### src/rtl/dcache_lsu_pkg.sv
// lsu_pkg: shared types for the load/store issue unit.
//   lsu_state_t : issue FSM states
//   mem_req_t   : latched memory op (lw, rd, addr, data)
//   wb_t        : register-file writeback beat
//   sat_inc     : saturating 32-bit increment for statistics
package lsu_pkg;
    typedef enum logic [1:0] {IDLE, SEND, RESP} lsu_state_t;

    typedef struct packed {
        logic        lw;
        logic [4:0]  rd;
        logic [31:0] addr;
        logic [31:0] data;
    } mem_req_t;

    typedef struct packed {
        logic        valid;
        logic [4:0]  rd;
        logic [31:0] data;
    } wb_t;

    function automatic logic [31:0] sat_inc(input logic [31:0] v);
        return (v == '1) ? v : v + 32'd1;
    endfunction
endpackage

### src/rtl/dcache_lsu_if.sv
// dcache_lsu_if: CPU-side dcache port.
//   master : LSU side (drives the request, receives responses/returns)
//   slave  : dcache side
interface dcache_lsu_if;
    logic [4:0]  regD_in;
    logic [31:0] addr_in;
    logic [31:0] store_data;
    logic        lw;
    logic        send_pulse;
    logic        hit_ack;
    logic        miss_send;
    logic [4:0]  regD_out;
    logic [31:0] load_data;
    logic        load_done_stall;
    logic        passive_stall;

    modport master (
        output regD_in, addr_in, store_data, lw, send_pulse,
        input  hit_ack, miss_send, regD_out, load_data, load_done_stall, passive_stall
    );
    modport slave (
        input  regD_in, addr_in, store_data, lw, send_pulse,
        output hit_ack, miss_send, regD_out, load_data, load_done_stall, passive_stall
    );
endinterface

### src/rtl/dcache_lsu_reg_scoreboard.sv
// reg_scoreboard: pending-destination vector for outstanding load misses.
//   set_en/set_rd : a load miss was issued (bit set only for rd != 0)
//   clr_en/clr_rd : a miss return is being written back
//   q1/q2 -> q_busy : source-register hazard query
//   sb, out_cnt     : raw vector and number of outstanding misses
module reg_scoreboard #(
    parameter int MSHR_DEPTH = 4,
    localparam int CNT_W = $clog2(MSHR_DEPTH + 1)
) (
    input  logic             clk,
    input  logic             rst,
    input  logic             set_en,
    input  logic [4:0]       set_rd,
    input  logic             clr_en,
    input  logic [4:0]       clr_rd,
    input  logic [4:0]       q1,
    input  logic [4:0]       q2,
    output logic             q_busy,
    output logic [31:0]      sb,
    output logic [CNT_W-1:0] out_cnt
);
    logic [31:0] sb_nxt;

    // Clear first, then set: distinct bits both take effect.
    always_comb begin
        sb_nxt = sb;
        if (clr_en)
            sb_nxt[clr_rd] = 1'b0;
        if (set_en && set_rd != 5'd0)
            sb_nxt[set_rd] = 1'b1;
    end

    // A miss to rd 0 still occupies an MSHR, so the count tracks every miss.
    always_ff @(posedge clk or negedge rst) begin
        if (!rst) begin
            sb      <= '0;
            out_cnt <= '0;
        end else begin
            sb <= sb_nxt;
            case ({set_en, clr_en})
                2'b10:   out_cnt <= out_cnt + 1'b1;
                2'b01:   out_cnt <= out_cnt - 1'b1;
                default: out_cnt <= out_cnt;
            endcase
        end
    end

    assign q_busy = sb[q1] | sb[q2];
endmodule

### src/rtl/dcache_lsu.sv
// dcache_lsu: single-op load/store issue unit in front of a non-blocking dcache.
//   req_*          : op from execute; req_ready handshakes acceptance
//   dc (master)    : dcache CPU port; request outputs are held from the latched op
//   src1/src2      : hazard query, src_busy high if either has a miss pending
//   wb_*           : merged register-file write (miss return > skid > load hit)
//   hit_cnt/miss_cnt : saturating statistics
module dcache_lsu
    import lsu_pkg::*;
#(
    parameter int MSHR_DEPTH = 4
) (
    input  logic         clk,
    input  logic         rst,
    input  logic         req_valid,
    output logic         req_ready,
    input  logic         req_lw,
    input  logic [4:0]   req_rd,
    input  logic [31:0]  req_addr,
    input  logic [31:0]  req_data,
    dcache_lsu_if.master dc,
    input  logic [4:0]   src1,
    input  logic [4:0]   src2,
    output logic         src_busy,
    output logic         wb_valid,
    output logic [4:0]   wb_rd,
    output logic [31:0]  wb_data,
    output logic [31:0]  hit_cnt,
    output logic [31:0]  miss_cnt
);
    localparam int CNT_W = $clog2(MSHR_DEPTH + 1);

    lsu_state_t       state;
    mem_req_t         op_q;
    wb_t              skid;
    wb_t              wb;
    logic             send_q;
    logic [31:0]      sb;
    logic [CNT_W-1:0] out_cnt;
    logic             blk, hit, miss, ld_hit, collide;

    // Responses only count while waiting for one; hit_ack beats miss_send.
    assign hit     = (state == RESP) && !skid.valid && dc.hit_ack;
    assign miss    = (state == RESP) && !skid.valid && dc.miss_send && !dc.hit_ack;
    assign ld_hit  = hit && op_q.lw;
    assign collide = ld_hit && dc.load_done_stall;

    assign blk       = req_lw && (sb[req_rd] || out_cnt == CNT_W'(MSHR_DEPTH));
    assign req_ready = (state == IDLE) && !blk;

    assign dc.regD_in    = op_q.rd;
    assign dc.addr_in    = op_q.addr;
    assign dc.store_data = op_q.data;
    assign dc.lw         = op_q.lw;
    assign dc.send_pulse = send_q;

    reg_scoreboard #(.MSHR_DEPTH(MSHR_DEPTH)) u_sb (
        .clk     (clk),
        .rst     (rst),
        .set_en  (miss && op_q.lw),
        .set_rd  (op_q.rd),
        .clr_en  (dc.load_done_stall),
        .clr_rd  (dc.regD_out),
        .q1      (src1),
        .q2      (src2),
        .q_busy  (src_busy),
        .sb      (sb),
        .out_cnt (out_cnt)
    );

    always_ff @(posedge clk or negedge rst) begin
        if (!rst) begin
            state  <= IDLE;
            op_q   <= '0;
            send_q <= 1'b0;
            skid   <= '0;
        end else begin
            case (state)
                IDLE: if (req_valid && req_ready) begin
                    op_q   <= '{lw: req_lw, rd: req_rd, addr: req_addr, data: req_data};
                    send_q <= 1'b1;
                    state  <= SEND;
                end
                SEND: if (!dc.load_done_stall && !dc.passive_stall) begin
                    send_q <= 1'b0;
                    state  <= RESP;
                end
                RESP: begin
                    if (skid.valid) begin
                        // Drain only when no miss return competes for the port.
                        if (!dc.load_done_stall) begin
                            skid.valid <= 1'b0;
                            state      <= IDLE;
                        end
                    end else if (collide) begin
                        // regD_out carries the miss return this cycle, so the
                        // hit's destination comes from the latched op.
                        skid <= '{valid: 1'b1, rd: op_q.rd, data: dc.load_data};
                    end else if (hit || miss) begin
                        state <= IDLE;
                    end
                end
                default: state <= IDLE;
            endcase
        end
    end

    always_comb begin
        wb = '0;
        if (dc.load_done_stall)
            wb = '{valid: 1'b1, rd: dc.regD_out, data: dc.load_data};
        else if (skid.valid)
            wb = skid;
        else if (ld_hit)
            wb = '{valid: 1'b1, rd: dc.regD_out, data: dc.load_data};
    end

    assign wb_valid = wb.valid && (wb.rd != 5'd0);
    assign wb_rd    = wb.rd;
    assign wb_data  = wb.data;

    always_ff @(posedge clk or negedge rst) begin
        if (!rst) begin
            hit_cnt  <= '0;
            miss_cnt <= '0;
        end else begin
            if (hit)  hit_cnt  <= sat_inc(hit_cnt);
            if (miss) miss_cnt <= sat_inc(miss_cnt);
        end
    end
endmodule

### src/flat_wrapper.sv
// flat-port wrapper written by rule: the top's interface ports become plain ports
module dcache_lsu_flat import lsu_pkg::*;
#(
    parameter int MSHR_DEPTH = 4
)
  (clk, rst, req_valid, req_ready, req_lw, req_rd, req_addr, req_data, src1, src2, src_busy, wb_valid, wb_rd, wb_data, hit_cnt, miss_cnt, dc_regD_in, dc_addr_in, dc_store_data, dc_lw, dc_send_pulse, dc_hit_ack, dc_miss_send, dc_regD_out, dc_load_data, dc_load_done_stall, dc_passive_stall);
  dcache_lsu_if dc_i ();
  input  logic clk;
  input  logic rst;
  input  logic req_valid;
  output logic req_ready;
  input  logic req_lw;
  input  logic [4:0] req_rd;
  input  logic [31:0] req_addr;
  input  logic [31:0] req_data;
  input  logic [4:0] src1;
  input  logic [4:0] src2;
  output logic src_busy;
  output logic wb_valid;
  output logic [4:0] wb_rd;
  output logic [31:0] wb_data;
  output logic [31:0] hit_cnt;
  output logic [31:0] miss_cnt;
  output wire logic [$bits(dc_i.regD_in)-1:0] dc_regD_in;
  output wire logic [$bits(dc_i.addr_in)-1:0] dc_addr_in;
  output wire logic [$bits(dc_i.store_data)-1:0] dc_store_data;
  output wire logic [$bits(dc_i.lw)-1:0] dc_lw;
  output wire logic [$bits(dc_i.send_pulse)-1:0] dc_send_pulse;
  input wire logic [$bits(dc_i.hit_ack)-1:0] dc_hit_ack;
  input wire logic [$bits(dc_i.miss_send)-1:0] dc_miss_send;
  input wire logic [$bits(dc_i.regD_out)-1:0] dc_regD_out;
  input wire logic [$bits(dc_i.load_data)-1:0] dc_load_data;
  input wire logic [$bits(dc_i.load_done_stall)-1:0] dc_load_done_stall;
  input wire logic [$bits(dc_i.passive_stall)-1:0] dc_passive_stall;
  assign dc_regD_in = dc_i.regD_in;
  assign dc_addr_in = dc_i.addr_in;
  assign dc_store_data = dc_i.store_data;
  assign dc_lw = dc_i.lw;
  assign dc_send_pulse = dc_i.send_pulse;
  assign dc_i.hit_ack = dc_hit_ack;
  assign dc_i.miss_send = dc_miss_send;
  assign dc_i.regD_out = dc_regD_out;
  assign dc_i.load_data = dc_load_data;
  assign dc_i.load_done_stall = dc_load_done_stall;
  assign dc_i.passive_stall = dc_passive_stall;
  dcache_lsu #(.MSHR_DEPTH(MSHR_DEPTH)) u_core (.clk(clk), .rst(rst), .req_valid(req_valid), .req_ready(req_ready), .req_lw(req_lw), .req_rd(req_rd), .req_addr(req_addr), .req_data(req_data), .dc(dc_i), .src1(src1), .src2(src2), .src_busy(src_busy), .wb_valid(wb_valid), .wb_rd(wb_rd), .wb_data(wb_data), .hit_cnt(hit_cnt), .miss_cnt(miss_cnt));
endmodule
### config.mk
export PLATFORM = sky130hd
export DESIGN_NAME = dcache_lsu_flat
export DESIGN_NICKNAME = d
export VERILOG_FILES = /design/src/rtl/dcache_lsu_pkg.sv /design/src/rtl/dcache_lsu_if.sv /design/src/rtl/dcache_lsu_reg_scoreboard.sv /design/src/rtl/dcache_lsu.sv /design/src/flat_wrapper.sv
export SDC_FILE = /design/constraint.sdc
export NUM_CORES = 1
export LEC_CHECK = 0
export ABC_AREA = 1
export ABC_CLOCK_PERIOD_IN_PS = 2200
export CELL_PAD_IN_SITES_DETAIL_PLACEMENT = 0
export CELL_PAD_IN_SITES_GLOBAL_PLACEMENT = 1
export CORE_MARGIN = 5
export CORE_UTILIZATION = 35
export DETAILED_ROUTE_END_ITERATION = 7
export PLACE_DENSITY_LB_ADDON = 0.1
export SETUP_SLACK_MARGIN = 0.1
export SLEW_MARGIN = 20
export SYNTH_ARGS = -nofsm -noshare
export SYNTH_HDL_FRONTEND = slang
export SYNTH_SLANG_ARGS = --single-unit
### constraint.sdc
create_clock -name clk -period 2.2 [get_ports clk]
set_input_delay 0.22 -clock clk [delete_from_list [all_inputs] [get_ports clk]]
set_output_delay 0.22 -clock clk [all_outputs]
set_load 0.02 [all_outputs]
==> flow_summary.ini <==
[synthesis]
yosysTopAreaCell = dfrtp_1
syn_inst = 1428
synth_fp_nets = 1556
synth-simple-area-share_pct = 26.3
ys_top_cells_by_area = dfrtp_1, nand2_1, o21ai_0
synth_top_area_share_pct = 47.7
synth_mux_area_share_pct = 0
synth_xor_xnor_area_share_pct = 4.77
synth_area_um2 = 11000
synth_top_family_by_area = simple AND/OR/NAND/NOR gates
yosys_register_bits = 210
netlist-cell-type-count = 39
yosysWarnings = 0
synthAdderAreaFrac_pct = 0.522
synth.avg_cell_area_um2 = 7.72
synth-compound-area-share_pct = 11.8
seq_area_frac_synth_pct = 47.7

[layout]
drive_gt1_share_pct = 18.4
postLayoutCoreUtil_pct = 55.1
final_common_cell = nand2_1
area_growth_pct = 56.6
final_cell_mix = nand2_1, clkdlybuf4s50_1, dfrtp_1
num-fill-cells = 2921
nNetsFinal = 1996

[die]
ios = 299
die_h_um = 187
initial_utilization_pct = 35.2
die-area_um2 = 35100
coreArea_um2 = 31300
rows = 65
die_w_um = 187

[grt]
track_usage_pct = 21.5
grt-ovfl-total = 0
grt_pass1_vias = 11231
antenna_found_initial = 3
grt_pass1_wl_um = 62100
grt_max_degree = 65

[routing]
drc = 0
vias = 11255
finalWirelength_um = 40300
ant_nets = 0
drt_pass1_iterations = 5
routedWlPerCell_um = 17.6
detail_route.iter0.violations = 514
viasPerCell = 4.92

[placed_design]
hpwl_um = 28600
dpl_worst_slack_ps = -351
port_buffers = 298
place.gp.congestion = 0.905

[sta]
timing.final.ws_setup_ps = -188
relSlewSlack_pct = 58.2
setup_tns_ps = -6150
fin_skew_ps = 20.2
fin_crit_ps = 2390
rsz0062_at_grt = yes
slew_violations = 0
period_share_pct = 109
fin_hold_ws_ps = 151
fmax_mhz = 419
hold_viol = 0
setup_violations = 71
worst_pin_slew_ps = 623

[power]
pwr_density_cell_nw_per_um2 = 1060
irDropWorstVdd_v = 0.000634
combPwrFrac_pct = 45.1
p_int_mw = 11.3
p_switching_mw = 6.88
p_sw_share_pct = 37.8
pwr-share-seq_pct = 31.9
p_leak_nw = 8.37
clockPowerShare_pct = 23.0

[worst_setup_path]
path_class = reg2out
start_kind = flip-flop
crit_start = u_core.state[1]
cp.required_ps = 1980
crit_path_end_kind = output pin
r2r_start = u_core.state[0]
cp_max_fo = 6
cp.arrival_ps = 2170

[clocking]
path_clk_slew_ps = 60
clockBufferDepth = 3
htreeDepth = 1
tritoncts = done
root_buffer = clkbuf_16
cts_sinks = 210
cts_buffers = 26
insertion_delay_ps = 540

[status]
outcome = finished with violations
violations = setup timing

[job]
maxCapViolations = 0

[min_path]
hp-class = in2reg
hp-start = req_valid
-- Yosys cell counts, drive strengths merged --
library cell and number:
o22ai 1, a21oi 29, nor4b 1, nor2 69, o21bai 1, xor2 42, nor4 9, nor3b 2
nand3 126, o32ai 1, o31ai 5, nor3 41, o21ai 151, fa 1, o221ai 1, xnor2 18
clkinv 1, ha 3, buf 24, nand3b 1, nand4 19, nand2 412, inv 187, a221oi 2
a32oi 1, a21boi 1, o211ai 39, dfrtp 210, clkbuf 29, a31oi 1
-- repair_timing --
item / in CTS / in global routing
gates resized for setup: 290 / 116
pin swaps: 16 / 31
buffers inserted: 25 / 24
hold endpoints to repair: 55 / 0
hold buffers: 1 / 0
endpoints found under the setup margin: 40 / 181
cloned: 3 / 9
-- logic make-up after synthesis --
logic type                 count (synthesis)
and+or+nand+nor                          680
buffers and inverters                    241
AOI/OAI and AO/OA                        233
DFF                                      210
xor gates and xnor gates                  60
adders and majority gates                  4
-- through the flow --
stage	instance area (um^2)	power, mW	instances
final	17300	18.2	2289
after global placement	15200	13.1	2185
after detailed placement	15200	13.1	2185
after global routing	17300	19.4	2288
after floorplan	11000	9.37	1428
after CTS	16600	17.9	2259
-- critical path, stage by stage (launching register included) --
cell      delay, ps
dfrtp_1         390
inv_2            80
nor2_4           40
nand2_4          70
nor2_4           40
nand2_2          70
inv_2            50
nor2_4          110
nand2_4          80
buf_12          140
buf_8           120
buf_16          130
o211ai_1         80
inv_1            90
buf_6           140
-- cell type report --
type | count | area (um^2) | area share [%]
Sequential cell | 210 | 5260 | 30.5
Multi-Input combinational cell | 977 | 5150 | 29.8
Timing Repair Buffer | 465 | 4790 | 27.7
Clock buffer | 36 | 748 | 4.33
Inverter | 188 | 726 | 4.20
Tap cell | 402 | 503 | 2.91
Clock inverter | 9 | 83.8 | 0.486
Antenna cell | 2 | 5.00 | 0.0290
-- power groups by stage --
stage               clock network (mW)  logic [mW]  registers [mW]
detailed placement                   0        7.29            5.83
floorplan                            0        2.71            6.67
CTS                               4.31        7.78            5.81
global route                      4.48        8.92            5.96
global placement                     0        7.25            5.83
finish                            4.19        8.21            5.81
-- sequential cells by signal, indices dropped and copies added (netlist names) --
register and cells:
u_core.state 2, u_core.dc.store_data 32, u_core.hit_cnt 32, u_core.dc.lw 1
u_core.u_sb.out_cnt 3, u_core.dc.addr_in 32, u_core.miss_cnt 32, u_core.dc.regD_in 5
u_core.u_sb.sb 32, u_core.dc.send_pulse 1, u_core.skid 38
-- layer usage --
metal	global-route usage (%)	wire length, um
met1	27.4	17100
met2	35.4	18900
met3	6.96	3170
met4	5.76	1040
met5	0	21
-- worst paths after layout --
check | to | slack [ps] | cells past startpoint
max | wb_data[20] | -190 | 14
min | u_core.state[0] | 150 | 4
max reg2reg | u_core.skid[20] | -150 | 16
min reg2reg | u_core.dc.send_pulse | 470 | 2
max in group asynchronous | u_core.dc.store_data[1] | 1190 | 3
min in group asynchronous | u_core.hit_cnt[2] | 230 | 2
Note: power is estimated with default switching activity, not from simulation.
